`src/rtl/net_route_pkg.sv`:
```
// Route unit shared types: route codes, dest-field extraction and ring shortest-path routing.
// Purely combinational helpers; no latency, no flow control.
// Helpers work at fixed maximum widths, so callers zero-extend their operands into them.
package net_route_pkg;

    typedef logic [1:0] route_t;

    localparam route_t ROUTE_TERM = 2'd0;
    localparam route_t ROUTE_CW   = 2'd1;
    localparam route_t ROUTE_CCW  = 2'd2;

    localparam int DEST_MAX = 16;
    localparam int MSG_MAX  = 512;

    function automatic logic [DEST_MAX-1:0] get_dest(
        input logic [MSG_MAX-1:0] msg,
        input int unsigned        lsb
    );
        return DEST_MAX'(msg >> lsb);
    endfunction

    // tie_sel picks the direction when dest is exactly half-way round an even ring
    function automatic route_t route_compute(
        input logic [DEST_MAX-1:0] dest,
        input logic [DEST_MAX-1:0] id,
        input logic [DEST_MAX-1:0] n,
        input logic                tie_sel
    );
        logic [DEST_MAX:0]   d;
        logic [DEST_MAX+1:0] d2;
        logic [DEST_MAX+1:0] n2;
        route_t              r;
        d = {1'b0, dest} - {1'b0, id};
        if (d[DEST_MAX]) begin
            d = d + {1'b0, n};
        end
        d2 = {d, 1'b0};
        n2 = {2'b00, n};
        if (dest >= n) begin
            r = ROUTE_TERM;
        end else if (d == '0) begin
            r = ROUTE_TERM;
        end else if (d2 < n2) begin
            r = ROUTE_CW;
        end else if (d2 > n2) begin
            r = ROUTE_CCW;
        end else begin
            r = tie_sel ? ROUTE_CCW : ROUTE_CW;
        end
        return r;
    endfunction

endpackage

```
`src/rtl/net_route_buf2.sv`:
```
// Generic 2-entry FIFO with registered enq_rdy and register-sourced dequeue side.
// Latency: an entry written at edge t is presented on deq_dat from t onward.
// Backpressure: enq_rdy = occupancy < 2, registered; no combinational path from deq_rdy.
module net_route_buf2 #(
    parameter int p_width = 8
) (
    input  logic               clk,
    input  logic               reset_n,
    input  logic [p_width-1:0] enq_dat,
    input  logic               enq_vld,
    output logic               enq_rdy,
    output logic [p_width-1:0] deq_dat,
    output logic               deq_vld,
    input  logic               deq_rdy
);

    logic [p_width-1:0] r_ent0;
    logic [p_width-1:0] r_ent1;
    logic               r_wptr;
    logic               r_rptr;
    logic [1:0]         r_cnt;
    logic               r_rdy;
    logic               w_enq;
    logic               w_deq;
    logic [1:0]         w_cnt_nxt;

    assign w_enq   = enq_vld && r_rdy;
    assign deq_vld = (r_cnt != 2'd0);
    assign w_deq   = deq_vld && deq_rdy;
    assign enq_rdy = r_rdy;
    assign deq_dat = r_rptr ? r_ent1 : r_ent0;

    always_comb begin
        w_cnt_nxt = r_cnt;
        if (w_enq && !w_deq) begin
            w_cnt_nxt = r_cnt + 2'd1;
        end else if (!w_enq && w_deq) begin
            w_cnt_nxt = r_cnt - 2'd1;
        end
    end

    // r_rdy resets low so the upstream sees not-ready until the first edge after reset
    always_ff @(posedge clk or negedge reset_n) begin
        if (!reset_n) begin
            r_ent0 <= '0;
            r_ent1 <= '0;
            r_wptr <= 1'b0;
            r_rptr <= 1'b0;
            r_cnt  <= 2'd0;
            r_rdy  <= 1'b0;
        end else begin
            if (w_enq) begin
                if (r_wptr) begin
                    r_ent1 <= enq_dat;
                end else begin
                    r_ent0 <= enq_dat;
                end
                r_wptr <= ~r_wptr;
            end
            if (w_deq) begin
                r_rptr <= ~r_rptr;
            end
            r_cnt <= w_cnt_nxt;
            r_rdy <= (w_cnt_nxt != 2'd2);
        end
    end

endmodule

```
`src/rtl/net_router_route_unit_ring.sv`:
```
// Ring route unit: steers each message to terminal/cw/ccw by shortest path; NET_ROUTE_TIE_ALT_EN alternates ties.
// Latency: 1 cycle minimum (visible on its ostream the cycle after acceptance), in-order delivery.
// Backpressure: 2-entry buffer, istream_rdy registered, head-of-line blocking on the head's output.
module net_router_route_unit_ring
    import net_route_pkg::*;
#(
    parameter int p_msg_nbits   = 44,
    parameter int p_num_routers = 4,
    parameter int p_dest_nbits  = 2,
    parameter int p_dest_lsb    = 36
) (
    input  logic                        clk,
    input  logic                        reset_n,
    input  logic [p_dest_nbits-1:0]     router_id,
    input  logic [p_msg_nbits-1:0]      istream_msg,
    input  logic                        istream_val,
    output logic                        istream_rdy,
    output logic [2:0][p_msg_nbits-1:0] ostream_msg,
    output logic [2:0]                  ostream_val,
    input  logic [2:0]                  ostream_rdy
);

    logic [p_dest_nbits-1:0] w_dest;
    route_t                  w_route_cw;
    route_t                  w_route_alt;
    route_t                  w_route;
    logic                    w_tie_sel;
    logic                    w_enq;
    logic [p_msg_nbits+1:0]  w_head;
    logic [p_msg_nbits-1:0]  w_head_msg;
    route_t                  w_head_route;
    logic                    w_head_vld;
    logic                    w_deq;

    assign w_dest = p_dest_nbits'(get_dest(MSG_MAX'(istream_msg), p_dest_lsb));

    // Two evaluations differ only for a tie, which also gives tie detection for free
    assign w_route_cw  = route_compute(DEST_MAX'(w_dest), DEST_MAX'(router_id),
                                       DEST_MAX'(p_num_routers), 1'b0);
    assign w_route_alt = route_compute(DEST_MAX'(w_dest), DEST_MAX'(router_id),
                                       DEST_MAX'(p_num_routers), 1'b1);
    assign w_route     = w_tie_sel ? w_route_alt : w_route_cw;
    assign w_enq       = istream_val && istream_rdy;

`ifdef NET_ROUTE_TIE_ALT_EN
    logic r_tie_tgl;
    logic w_is_tie;

    assign w_is_tie  = (w_route_cw != w_route_alt);
    assign w_tie_sel = r_tie_tgl;

    always_ff @(posedge clk or negedge reset_n) begin
        if (!reset_n) begin
            r_tie_tgl <= 1'b0;
        end else if (w_enq && w_is_tie) begin
            r_tie_tgl <= ~r_tie_tgl;
        end
    end
`else
    assign w_tie_sel = 1'b0;
`endif

    net_route_buf2 #(
        .p_width (p_msg_nbits + 2)
    ) u_buf (
        .clk     (clk),
        .reset_n (reset_n),
        .enq_dat ({w_route, istream_msg}),
        .enq_vld (istream_val),
        .enq_rdy (istream_rdy),
        .deq_dat (w_head),
        .deq_vld (w_head_vld),
        .deq_rdy (w_deq)
    );

    assign w_head_msg   = w_head[p_msg_nbits-1:0];
    assign w_head_route = w_head[p_msg_nbits +: 2];
    assign w_deq        = |(ostream_val & ostream_rdy);

    always_comb begin
        ostream_val = '0;
        ostream_msg = '0;
        for (int k = 0; k < 3; k++) begin
            if (w_head_vld && (w_head_route == route_t'(k))) begin
                ostream_val[k] = 1'b1;
                ostream_msg[k] = w_head_msg;
            end
        end
    end

endmodule

```
`config.mk`:
```
export PLATFORM = sky130hd
export DESIGN_NAME = net_router_route_unit_ring
export DESIGN_NICKNAME = d
export VERILOG_FILES = /design/src/rtl/net_route_pkg.sv /design/src/rtl/net_route_buf2.sv /design/src/rtl/net_router_route_unit_ring.sv
export SDC_FILE = /design/constraint.sdc
export NUM_CORES = 1
export LEC_CHECK = 0
export ABC_AREA = 1
export CORE_MARGIN = 3
export CORE_UTILIZATION = 46
export DETAILED_ROUTE_END_ITERATION = 8
export PLACE_DENSITY = 0.78
export SETUP_SLACK_MARGIN = 0.15
export SYNTH_ARGS = -nofsm -noshare
export SYNTH_HDL_FRONTEND = slang
export SYNTH_HIERARCHICAL = 1
export SYNTH_SLANG_ARGS = --single-unit
```
`constraint.sdc`:
```
create_clock -name clk -period 2.1 [get_ports clk]
set_clock_uncertainty 0.2 [all_clocks]
set_input_delay 0.42 -clock clk [delete_from_list [all_inputs] [get_ports clk]]
set_output_delay 0.42 -clock clk [all_outputs]
set_load 0.01 [all_outputs]
```
==> results_tabular.tex <==
\begin{tabular}{lr}
\hline
Metric & Value \\
\hline
\multicolumn{2}{l}{\textbf{Status}} \\
Status & complete, but fails checks \\
Violated checks & setup timing \\
\multicolumn{2}{l}{\textbf{Cells and area}} \\
Fraction of layout instances using a drive strength above 1 & 33.3\% \\
Growth of design area from synthesis to finish & 55.3\% \\
Post-layout net count & 1007 \\
Total inserted antenna cells & 0 \\
\multicolumn{2}{l}{\textbf{CTS}} \\
Clock slew seen by the registers of the worst setup and hold paths & 0.07 ns \\
CTS tree & built \\
Num Clock Sinks & 97 \\
Clock tree root driver cell & sky130\_fd\_sc\_hd\_\_clkbuf\_16 \\
TritonCTS buffer count & 9 \\
Htree depth & 3 \\
Worst-case clock buffer depth & 2 \\
Clock latency of the later-clocked register in the worst-skew pair & 0.34 ns \\
\multicolumn{2}{l}{\textbf{Critical path}} \\
WS Path Type & reg -> out \\
Setup crit start kind & flop \\
Cell breakdown of the critical path & inv\_4, nand2\_2, nand2\_4, inv\_2, nand3\_4, buf\_12, buf\_4, nor2\_2, clkdlybuf4s15\_2 \\
Register-to-Register Path Depth & 14 \\
Critical path capture point type & primary output \\
Critical path depth in cells & 9 \\
Required time reported for the critical path endpoint & 1.48 ns \\
Top delay family on crit path & buffers and inverters \\
Largest stage delay on the critical path & 0.43 ns \\
Number of buffer and inverter instances along the worst setup path & 5 \\
Arrival time reported for the critical path endpoint & 1.88 ns \\
Worst-path cell with the longest stage delay & sky130\_fd\_sc\_hd\_\_dfrtp\_2 \\
Largest fanout of any net on the critical path & 7 \\
\multicolumn{2}{l}{\textbf{STA}} \\
Final hold slack & 0.280 ns \\
PnR worst setup slack & -0.395 ns \\
Shortest period the worst path allows & 2.50 ns \\
Period utilization & 119\% \\
Max Fclk & 401 MHz \\
Final number of setup-violating endpoints & 135 \\
TNS Setup & -38.29 ns \\
Max-slew violations & 0 \\
Max\_slew headroom & 84.4\% \\
Slew at the pin closest to its max-slew limit & 0.233 ns \\
Setup repair after global routing missed its margin & yes \\
Final number of hold-violating endpoints & 0 \\
\multicolumn{2}{l}{\textbf{Route}} \\
Final ANT Viol Nets & 0 \\
Total number of vias & 5449 \\
Total iterations of the first detailed-routing run & 6 \\
Count of unresolved DRC violations after routing & 0 \\
Wire length after detailed routing & 17.0 mm \\
Detail-routed via count per cell & 4.97 \\
Avg WL per Cell & 15.5 µm \\
Number of violations reported at the end of detailed-routing iteration 0 & 328 \\
\multicolumn{2}{l}{\textbf{Synth}} \\
Post-synthesis instance area & 5360 µm² \\
Average cell area after synthesis & 7.27 µm² \\
Count of state elements after synthesis & 97 \\
Synth Net Count & 793 \\
Cell type with the highest aggregate area in the netlist & sky130\_fd\_sc\_hd\_\_dfrtp\_1 \\
Synth warnings & 6 \\
Number of instances in the synthesized netlist & 738 \\
Number of library cell types mapped by synthesis & 24 \\
Sequential-to-total area share from yosys stat & 45.3\% \\
Top cells by area, synth & sky130\_fd\_sc\_hd\_\_dfrtp\_1 (45\%), sky130\_fd\_sc\_hd\_\_nand2\_1 (17\%), sky130\_fd\_sc\_hd\_\_nor2\_1 (8.5\%) \\
Top-area cell type share of the netlist area & 45.3\% \\
\multicolumn{2}{l}{\textbf{Pwr}} \\
Clock share of power & 10.7\% \\
Internal Power & 8340 µW \\
Leakage power total & 0.00470 µW \\
Switch Pwr & 6920 µW \\
Maximum ir drop on the vdd rail & 0.00114 V \\
Sequential power share & 21.5\% \\
Combinational fraction of design power & 67.8\% \\
Switching power as a share of total power & 45.3\% \\
Power density cells & 1830 nW/µm² \\
\multicolumn{2}{l}{\textbf{Floorplan}} \\
Placement row count & 38 \\
Die Area & 13000 µm² \\
Die Width & 114 µm \\
Floorplan die height & 114 µm \\
Initial standard-cell utilization of the core & 48.2\% \\
I/O Pins & 188 \\
Area of the core & 11100 µm² \\
\multicolumn{2}{l}{\textbf{Global route}} \\
Global router's overall resource usage & 22.7\% \\
Total overflow reported by the global router & 0 \\
Global-route wire length before repair & 24.0 mm \\
Number of global-route vias before repair & 5067 \\
Maximum number of pins on one net before global-route repair & 44 \\
Antenna violations before repair & 0 \\
\multicolumn{2}{l}{\textbf{Placed design}} \\
Final GP Congestion & 0.768 \\
Number of buffers added on ports & 187 \\
Final HPWL from detailed placement & 10.5 mm \\
\multicolumn{2}{l}{\textbf{Hold path}} \\
Worst min-delay path category & in -> async \\
\multicolumn{2}{l}{\textbf{Flow run}} \\
Max-capacitance violation count & 0 \\
\hline
\end{tabular}
cell usage after synthesis:
| cell | count |
|---|---|
| sky130_fd_sc_hd__ha_1 | 3 |
| sky130_fd_sc_hd__or2_4 | 1 |
| sky130_fd_sc_hd__o21ai_1 | 10 |
| sky130_fd_sc_hd__nand2_4 | 1 |
| sky130_fd_sc_hd__clkbuf_2 | 4 |
| sky130_fd_sc_hd__o21ai_2 | 30 |
| sky130_fd_sc_hd__nand3_4 | 2 |
| sky130_fd_sc_hd__nand3_1 | 6 |
| sky130_fd_sc_hd__nor2_1 | 121 |
| sky130_fd_sc_hd__buf_1 | 2 |
| sky130_fd_sc_hd__o21ai_0 | 52 |
| sky130_fd_sc_hd__buf_6 | 18 |
| sky130_fd_sc_hd__xor2_1 | 1 |
| sky130_fd_sc_hd__nor2_2 | 11 |
| sky130_fd_sc_hd__buf_2 | 12 |
| sky130_fd_sc_hd__inv_1 | 107 |
| sky130_fd_sc_hd__nor2_4 | 1 |
| sky130_fd_sc_hd__nand2_1 | 249 |
| sky130_fd_sc_hd__clkbuf_1 | 3 |
| sky130_fd_sc_hd__dfrtp_1 | 97 |
| sky130_fd_sc_hd__clkbuf_8 | 2 |
| sky130_fd_sc_hd__buf_4 | 2 |
| sky130_fd_sc_hd__inv_2 | 1 |
| sky130_fd_sc_hd__nand4_1 | 2 |
path summary, 6_finish.rpt:
| path | slack [ns] | start | to |
|---|---|---|---|
| min reg2reg | 0.28 | u_buf/r_ent0[39] | u_buf/r_ent0[39] |
| min | 0.28 | reset_n | u_buf/r_ent1[1] |
| min in group clk | 0.28 | u_buf/r_ent0[39] | u_buf/r_ent0[39] |
| max | -0.40 | u_buf/r_rptr | ostream_msg[109] |
| max reg2reg | 0.04 | u_buf/r_rptr | u_buf/enq_rdy |
| max in group asynchronous | 0.92 | reset_n | u_buf/r_rptr |
layer usage:
layer,vias up,share of wire [%],GRT usage (%)
li1,2637,-,-
met1,2581,40,28.9
met2,206,52,39.6
met3,25,6.5,3.71
met4,0,1.7,6.89
met5,-,0,0
logic make-up (layout without fill, tap and decap cells):
logic type               after synthesis  count (layout)  share of synthesized area, %
adder cells (fa/ha/maj)                3               3                         0.700
AO/OA/AOI/OAI                         92              92                          10.7
buffers and inverters                151             369                          14.0
XOR/XNOR                               1               1                         0.163
AND/OR/NAND/NOR                      394             394                          29.2
flip-flops                            97              97                          45.3
through the flow:
stage          util [%]  total power [µW]  worst slack, ns  std cells  cell area [µm²]
4_1_cts            70.7             13400           -0.598       1066             7860
2_1_floorplan         -              8350            0.126        738             5600
3_3_place_gp       68.5             11400           -0.293       1047             7620
6_report           74.9             15300           -0.395       1096             8330
3_5_place_dp       68.5             11700           -0.350       1047             7620
5_1_grt            74.9             16300           -0.449       1096             8330
registers in the layout, indices dropped and copies added, names as in the netlist:
name	cells
u_buf/r_ent1	46
u_buf/r_ent0	46
u_buf/r_rptr	1
u_buf/r_cnt	2
u_buf/r_wptr	1
u_buf/enq_rdy	1
area by class of cell:
type | count | area (µm²)
sequential | 97 | 2430
tap | 140 | 175
multi-input combinational | 490 | 2570
inverter | 108 | 410
clock inverter | 4 | 53.8
clock buffer | 11 | 243
fill | 829 | 2800
timing repair buffer | 246 | 2450
power groups by stage:
stage | clock, µW | combinational [µW] | sequential, µW
floorplan | 0 | 5230 | 3120
global placement | 0 | 8230 | 3190
detailed placement | 0 | 8460 | 3250
CTS | 1660 | 8470 | 3240
global route | 1740 | 11200 | 3370
finish | 1640 | 10300 | 3280
cells in the final DEF, fill, tap and decap left out, drive strengths merged, types with 2 or more instances in the layout:
cell type / instances
nand2: 250
buf: 141
nor2: 133
inv: 108
dfrtp: 97
o21ai: 92
clkdlybuf4s50: 51
clkbuf: 35
dlymetal6s2s: 22
nand3: 8
clkdlybuf4s15: 4
dlygate4sd2: 3
ha: 3
nand4: 2
clkinvlp: 2
what timing repair did:
action	4_1_cts	5_1_grt
setup buffers	2	21
cloned	1	9
resized for setup	245	257
pin swaps	0	6
hold buffers	1	0
setup endpoints to repair	138	139
hold endpoints to repair	13	0
(Power assumes the default switching activity.)
